`src/rtl/axinwarbiter.sv`:
```
// axinwarbiter: weighted round-robin packet arbiter for AXIN streams, with one registered output stage.
// Define AXINWARB_MAXLEN_EN to enable the packet length watchdog (DRAIN state, o_lenerr).
module axinwarbiter #(
   parameter int NIN     = 4,
   parameter int DW      = 64,
   parameter int WBITS   = $clog2(DW/8),
   parameter int WEIGHTW = 4,
   parameter int MAXLEN  = 200
) (
   input  logic                   i_clk,
   input  logic                   i_reset,
   input  logic [NIN*WEIGHTW-1:0] i_weights,
   input  logic [NIN-1:0]         S_VALID,
   output logic [NIN-1:0]         S_READY,
   input  logic [NIN*DW-1:0]      S_DATA,
   input  logic [NIN*WBITS-1:0]   S_BYTES,
   input  logic [NIN-1:0]         S_LAST,
   input  logic [NIN-1:0]         S_ABORT,
   output logic                   M_VALID,
   input  logic                   M_READY,
   output logic [DW-1:0]          M_DATA,
   output logic [WBITS-1:0]       M_BYTES,
   output logic                   M_LAST,
   output logic                   M_ABORT,
   output logic [NIN-1:0]         o_grant,
   output logic [NIN-1:0]         o_lenerr
);
   localparam int PW = $clog2(NIN);
`ifdef AXINWARB_MAXLEN_EN
   localparam int CW = $clog2(MAXLEN+2);
   typedef enum logic [1:0] {IDLE, PASS, DRAIN} state_t;
`else
   localparam int CW = 1;
   typedef enum logic [0:0] {IDLE, PASS} state_t;
`endif

   state_t               state_q, state_d;
   logic [NIN-1:0]       grant_q, grant_d;
   logic [PW-1:0]        port_q, port_d;
   logic [PW-1:0]        last_q, last_d;
   logic [WEIGHTW-1:0]   credit_q, credit_d;
   logic [CW-1:0]        wcount_q, wcount_d;
   logic                 mvalid_q, mvalid_d;
   logic [DW-1:0]        mdata_q, mdata_d;
   logic [WBITS-1:0]     mbytes_q, mbytes_d;
   logic                 mlast_q, mlast_d;
   logic                 mabort_q, mabort_d;

   logic                 sel_valid, sel_last, out_free, found, done, emit_abort, fwd;
   logic [DW-1:0]        sel_data;
   logic [WBITS-1:0]     sel_bytes;
   logic [PW-1:0]        next_port;

   function automatic logic [NIN-1:0] onehot(input logic [PW-1:0] p);
      onehot    = '0;
      onehot[p] = 1'b1;
   endfunction

   // Saturating beat counter; without the watchdog it only flags "not first beat".
   function automatic logic [CW-1:0] wcount_inc(input logic [CW-1:0] w);
`ifdef AXINWARB_MAXLEN_EN
      return (w == CW'(MAXLEN+1)) ? w : w + 1'b1;
`else
      return w | CW'(1);
`endif
   endfunction

   assign sel_valid = S_VALID[port_q];
   assign sel_last  = S_LAST[port_q];
   assign sel_data  = S_DATA[port_q*DW +: DW];
   assign sel_bytes = S_BYTES[port_q*WBITS +: WBITS];
   assign out_free  = !mvalid_q || M_READY;

   // Round-robin search upward from last_port+1; last_port itself is checked last.
   always_comb begin
      int c;
      c         = 0;
      found     = 1'b0;
      next_port = last_q;
      for (int i = 1; i <= NIN; i++) begin
         c = int'(last_q) + i;
         if (c >= NIN) c = c - NIN;
         if (!found && S_VALID[PW'(c)]) begin
            found     = 1'b1;
            next_port = PW'(c);
         end
      end
   end

`ifdef AXINWARB_MAXLEN_EN
   logic [NIN-1:0] lenerr_q, lenerr_d;
`endif

   always_comb begin
      state_d    = state_q;
      grant_d    = grant_q;
      port_d     = port_q;
      last_d     = last_q;
      credit_d   = credit_q;
      wcount_d   = wcount_q;
      mvalid_d   = mvalid_q && !M_READY;
      mdata_d    = mdata_q;
      mbytes_d   = mbytes_q;
      mlast_d    = mlast_q;
      mabort_d   = mabort_q;
      S_READY    = '0;
      done       = 1'b0;
      emit_abort = 1'b0;
      fwd        = 1'b0;
`ifdef AXINWARB_MAXLEN_EN
      lenerr_d   = '0;
`endif
      case (state_q)
         IDLE: begin
            if (S_VALID[last_q] && credit_q != '0) begin
               grant_d  = onehot(last_q);
               port_d   = last_q;
               credit_d = credit_q - 1'b1;
               wcount_d = '0;
               state_d  = PASS;
            end else if (found) begin
               grant_d  = onehot(next_port);
               port_d   = next_port;
               credit_d = i_weights[next_port*WEIGHTW +: WEIGHTW];
               wcount_d = '0;
               state_d  = PASS;
            end
         end
         PASS: begin
            S_READY = grant_q & {NIN{out_free}};
            if (S_ABORT[port_q]) begin
               // An abort before any forwarded beat leaves nothing downstream to cancel.
               if (wcount_q == '0) begin
                  done = 1'b1;
               end else if (out_free) begin
                  emit_abort = 1'b1;
                  done       = 1'b1;
               end
            end else if (sel_valid && out_free) begin
`ifdef AXINWARB_MAXLEN_EN
               if (wcount_q == CW'(MAXLEN)) begin
                  emit_abort       = 1'b1;
                  lenerr_d[port_q] = 1'b1;
                  if (sel_last) done = 1'b1;
                  else          state_d = DRAIN;
               end else begin
                  fwd  = 1'b1;
                  done = sel_last;
               end
`else
               fwd  = 1'b1;
               done = sel_last;
`endif
            end
         end
`ifdef AXINWARB_MAXLEN_EN
         DRAIN: begin
            S_READY = grant_q;
            done    = S_ABORT[port_q] || (sel_valid && sel_last);
         end
`endif
         default: state_d = IDLE;
      endcase

      if (fwd) begin
         mvalid_d = 1'b1;
         mdata_d  = sel_data;
         mbytes_d = sel_bytes;
         mlast_d  = sel_last;
         mabort_d = 1'b0;
         wcount_d = wcount_inc(wcount_q);
      end
      if (emit_abort) begin
         mvalid_d = 1'b1;
         mdata_d  = '0;
         mbytes_d = '0;
         mlast_d  = 1'b0;
         mabort_d = 1'b1;
      end
      if (done) begin
         state_d = IDLE;
         grant_d = '0;
         last_d  = port_q;
      end
   end

   always_ff @(posedge i_clk) begin
      if (i_reset) begin
         state_q  <= IDLE;
         grant_q  <= '0;
         port_q   <= '0;
         last_q   <= PW'(NIN-1);
         credit_q <= '0;
         wcount_q <= '0;
         mvalid_q <= 1'b0;
         mdata_q  <= '0;
         mbytes_q <= '0;
         mlast_q  <= 1'b0;
         mabort_q <= 1'b0;
      end else begin
         state_q  <= state_d;
         grant_q  <= grant_d;
         port_q   <= port_d;
         last_q   <= last_d;
         credit_q <= credit_d;
         wcount_q <= wcount_d;
         mvalid_q <= mvalid_d;
         mdata_q  <= mdata_d;
         mbytes_q <= mbytes_d;
         mlast_q  <= mlast_d;
         mabort_q <= mabort_d;
      end
   end

`ifdef AXINWARB_MAXLEN_EN
   always_ff @(posedge i_clk) begin
      if (i_reset) lenerr_q <= '0;
      else         lenerr_q <= lenerr_d;
   end
   assign o_lenerr = lenerr_q;
`else
   assign o_lenerr = '0;
`endif

   assign M_VALID = mvalid_q;
   assign M_DATA  = mdata_q;
   assign M_BYTES = mbytes_q;
   assign M_LAST  = mlast_q;
   assign M_ABORT = mabort_q;
   assign o_grant = grant_q;
endmodule

```
`config.mk`:
```
export PLATFORM = sky130hd
export DESIGN_NAME = axinwarbiter
export DESIGN_NICKNAME = d
export VERILOG_FILES = /design/src/rtl/axinwarbiter.sv
export SDC_FILE = /design/constraint.sdc
export NUM_CORES = 1
export LEC_CHECK = 0
export BUFFER_PORTS_ARGS = -buffer_cell sky130_fd_sc_hd__buf_2
export CAP_MARGIN = 30
export CORE_AREA = 5 5 145 147
export CTS_CLUSTER_DIAMETER = 200
export CTS_CLUSTER_SIZE = 25
export DETAILED_ROUTE_END_ITERATION = 7
export DIE_AREA = 0 0 150 152
export GPL_TIMING_DRIVEN = 0
export SLEW_MARGIN = 10
export SYNTH_ARGS = -nofsm -noshare
export SYNTH_HDL_FRONTEND = slang
export SYNTH_SLANG_ARGS = --single-unit
export TNS_END_PERCENT = 5
```
`constraint.sdc`:
```
create_clock -name i_clk -period 3.8 [get_ports i_clk]
set_input_delay 1.14 -clock i_clk [delete_from_list [all_inputs] [get_ports i_clk]]
set_output_delay 1.14 -clock i_clk [all_outputs]
set_load 0.05 [all_outputs]
```
==> impl_metrics.tcl <==
set metrics [dict create \
    start_util 0.272 \
    setup_tns_ps 0 \
    worstSetupStartpoint "M_READY" \
    async_reset_ff_frac 0 \
    synthesis.area_mm2 0.00537 \
    synth-seq-cells 84 \
    timing_worst_slew_pin_value_ps 936 \
    floorplan.core_area_mm2 0.0198 \
    timing.final.setup_violations 0 \
    worstPathRequired_ps 2660 \
    die_w_um 150 \
    grt_pass1_wl_um 33600 \
    clkSinkCount 84 \
    grt_start_max_net_pins 14 \
    placementRows 52 \
    syn-mean-instance-area_um2 9.82 \
    crit_path_max_fanout 9 \
    critPathLaunchType "primary input" \
    crit_path_max_incr_delay_ps 280 \
    vias 5778 \
    irDropWorstVdd_mv 0.286 \
    placed_cell_area_mm2 0.00761 \
    count_of_synthesis_stage_warnings_from_yosys 0 \
    final.fill_count 2101 \
    clock_slew_at_reported_path_ffs_ps 60 \
    cpLargestDelayFamily "simple AND/OR/NAND/NOR gates" \
    reg_to_reg_critical_path_startpoint "last_q[0]" \
    synth_sequential_area_ratio 0.313 \
    postRouteWirelength_um 22300 \
    synth.area.top_cells "sky130_fd_sc_hd__dfxtp_1 31%, sky130_fd_sc_hd__mux4_2 30%, sky130_fd_sc_hd__nand2_1 10%, sky130_fd_sc_hd__a21oi_1 7.7%, sky130_fd_sc_hd__mux2_2 1.7%" \
    die_y_um 152 \
    leakagePower_nw 3.59 \
    tritoncts_clock_tree "done" \
    post-place-ws_ps 693 \
    first_global_vias 6181 \
    placedCellCount 1196 \
    ant_nets 0 \
    cpMaxStageDelayCell "sky130_fd_sc_hd__nand2b_1" \
    drv_slew 0 \
    multi_input_gate_area_mm2 0.00337 \
    hold_buffers 0 \
    worst_hold_path_type "flip-flop to flip-flop" \
    hold_start "M_DATA[48]" \
    drive_above_1_share 0.544 \
    yosysTopAreaCellShare 0.313 \
    dp.final_hpwl_um 18300 \
    globalRouteTotalUtil 0.190 \
    cts_htree_levels 3 \
    netlist.top_cell.by_area "sky130_fd_sc_hd__dfxtp_1" \
    critical_path_start_end_classification "primary input to primary output" \
    setup.worst_path.end_class "primary output" \
    worstPathCellList "buf_2 > nand2b_1 > and3_1 > buf_2" \
    setup_ws_ps 673 \
    drt-vias-per-instance 4.77 \
    insertion_delay_ps 340 \
    globalplace.congestion 0.840 \
    antenna_found_initial 2 \
    critical_path.most_common_cell "sky130_fd_sc_hd__buf_2" \
    detail_route.first_pass.iterations 4 \
    clock_path_buffers 2 \
    finalInstanceArea_mm2 0.00794 \
    finalWorstPathRequiredPeriod_ps 3130 \
    max_slew_headroom 0.376 \
    fmaxAchievable_mhz 320 \
    drv.max_cap_violation_count 0 \
    fin_hold_ws_ps 449 \
    period_share 0.823 \
    detail_route.drc_violations 0 \
    postCtsResizedCells 0 \
    numCtsBuffers 9 \
    synth_cell_types 50 \
    critPathArrivalTime_ps 1990 \
    port-buffer-count 375 \
    yosys_most_used_dff "sky130_fd_sc_hd__dfxtp_1" \
    die_area_mm2 0.0228 \
    power-per-cell-area_mw_per_mm2 597 \
    drt-initial-drc-count 283 \
    globalRoute.totalOverflow 0 \
    number_of_flops_mapped_to_enable_cells_by_yosys 0 \
    netlist_instances 547 \
    ctsRootBufferMaster "sky130_fd_sc_hd__clkbuf_16" \
    post-cts-setup-buffer-count 0 \
    wl_per_cell_um 18.4 \
    num_ports 381 \
    non_filler_instances 1211 \
    finalClockSkew_ps 7.47 \
    rsz0062_at_grt "false" \
    status "finished, final reports clean" \
    worstPathBufferInverterCount 2 \
    sequential_cell_area_mm2 0.00168 \
    hold_violations 0 \
    num-nets-final 1241 \
    flow.area_growth_from_synthesis_pct 47.9 \
]
-- cells in the mapped netlist, drive strengths merged, types with 2 or more instances --
cell / n
nand2: 143
a221oi: 2
ha: 5
dfxtp: 84
a211o: 3
a211oi: 3
or2: 4
o211ai: 2
mux4: 71
nor2: 11
clkbuf: 21
nor3: 6
a21oi: 83
buf: 33
and3: 10
mux2i: 7
nand3b: 2
and2: 2
a41oi: 2
inv: 8
o221ai: 2
o21ai: 5
mux2: 8
nand3: 8
nand2b: 6
nor2b: 4
-- cells in the final DEF, fill, tap and decap left out, types with 4 or more instances in the layout --
cell type                   count
sky130_fd_sc_hd__buf_4          7
sky130_fd_sc_hd__a21oi_1       83
sky130_fd_sc_hd__dfxtp_1       84
sky130_fd_sc_hd__nand3_1        7
sky130_fd_sc_hd__nand2_1      143
sky130_fd_sc_hd__conb_1         4
sky130_fd_sc_hd__clkbuf_1      20
sky130_fd_sc_hd__buf_1          5
sky130_fd_sc_hd__ha_1           5
sky130_fd_sc_hd__buf_6          7
sky130_fd_sc_hd__inv_1          8
sky130_fd_sc_hd__nor2b_1        4
sky130_fd_sc_hd__nand2b_1       6
sky130_fd_sc_hd__mux2i_1        7
sky130_fd_sc_hd__and3_1         9
sky130_fd_sc_hd__mux2_2         8
sky130_fd_sc_hd__nor2_1        10
sky130_fd_sc_hd__mux4_2        71
sky130_fd_sc_hd__buf_2        389
sky130_fd_sc_hd__clkbuf_16      9
-- through the flow --
| stage | utilization | power [mW] |
|---|---|---|
| finish | 0.402 | 4.74 |
| floorplan | - | 3.07 |
| global route | 0.402 | 5.04 |
| CTS | 0.401 | 4.82 |
| detailed placement | 0.385 | 3.80 |
| global placement | 0.384 | 3.77 |
-- layout make-up --
class | instances | area share
well taps | 270 | 0.0425
flip-flops and latches | 84 | 0.212
repair buffers | 376 | 0.238
plain buffers | 54 | 0.0378
diodes | 1 | 0.000315
inverters | 8 | 0.00378
clock inverters | 5 | 0.0129
multi-input cells | 404 | 0.424
clock buffers | 9 | 0.0284
-- routing by layer --
| metal | share of wire | global-route usage | vias to the layer above |
|---|---|---|---|
| li1 | - | - | 2774 |
| met5 | 0.00058 | 0 | - |
| met1 | 0.40 | 0.228 | 2742 |
| met2 | 0.50 | 0.335 | 232 |
| met3 | 0.078 | 0.0489 | 28 |
| met4 | 0.018 | 0.0484 | 2 |
-- logic make-up after synthesis --
logic type	share of synthesized area
flops	0.313
other cells	0.000698
mux	0.328
compound gates	0.120
buf+inv	0.0615
simple gates	0.165
fa+ha+maj	0.0116
-- power by group --
group | switching, mW | internal, mW | leakage [nW] | total, mW
Sequential | 0.0888 | 1.03 | 0.683 | 1.12
Clock | 0.365 | 0.634 | 0.157 | 0.999
Combinational | 1.51 | 1.11 | 2.75 | 2.63
Total | 1.97 | 2.78 | 3.59 | 4.74
-- state kept, by name (all words and copies together) (netlist names) --
signal,count
M_DATA,64
credit_q,4
o_grant,4
M_BYTES,3
last_q,2
port_q,2
M_ABORT,1
M_LAST,1
M_VALID,1
state_q,1
wcount_q,1
-- tightest hold or removal path: cells and delay by family (launching register included) --
family             cells  cell delay, ps
AOI/OAI and AO/OA      1              50
DFF                    1             310
and+or+nand+nor        1              50
-- worst paths after layout --
path | to | slack [ps] | cells past startpoint
setup / recovery | S_READY[2] | 670 | 4
hold / removal | M_DATA[48] | 450 | 2
setup reg to reg | credit_q[3] | 950 | 11
hold reg to reg | M_DATA[48] | 450 | 2
Note: power is estimated with default switching activity, not from simulation.
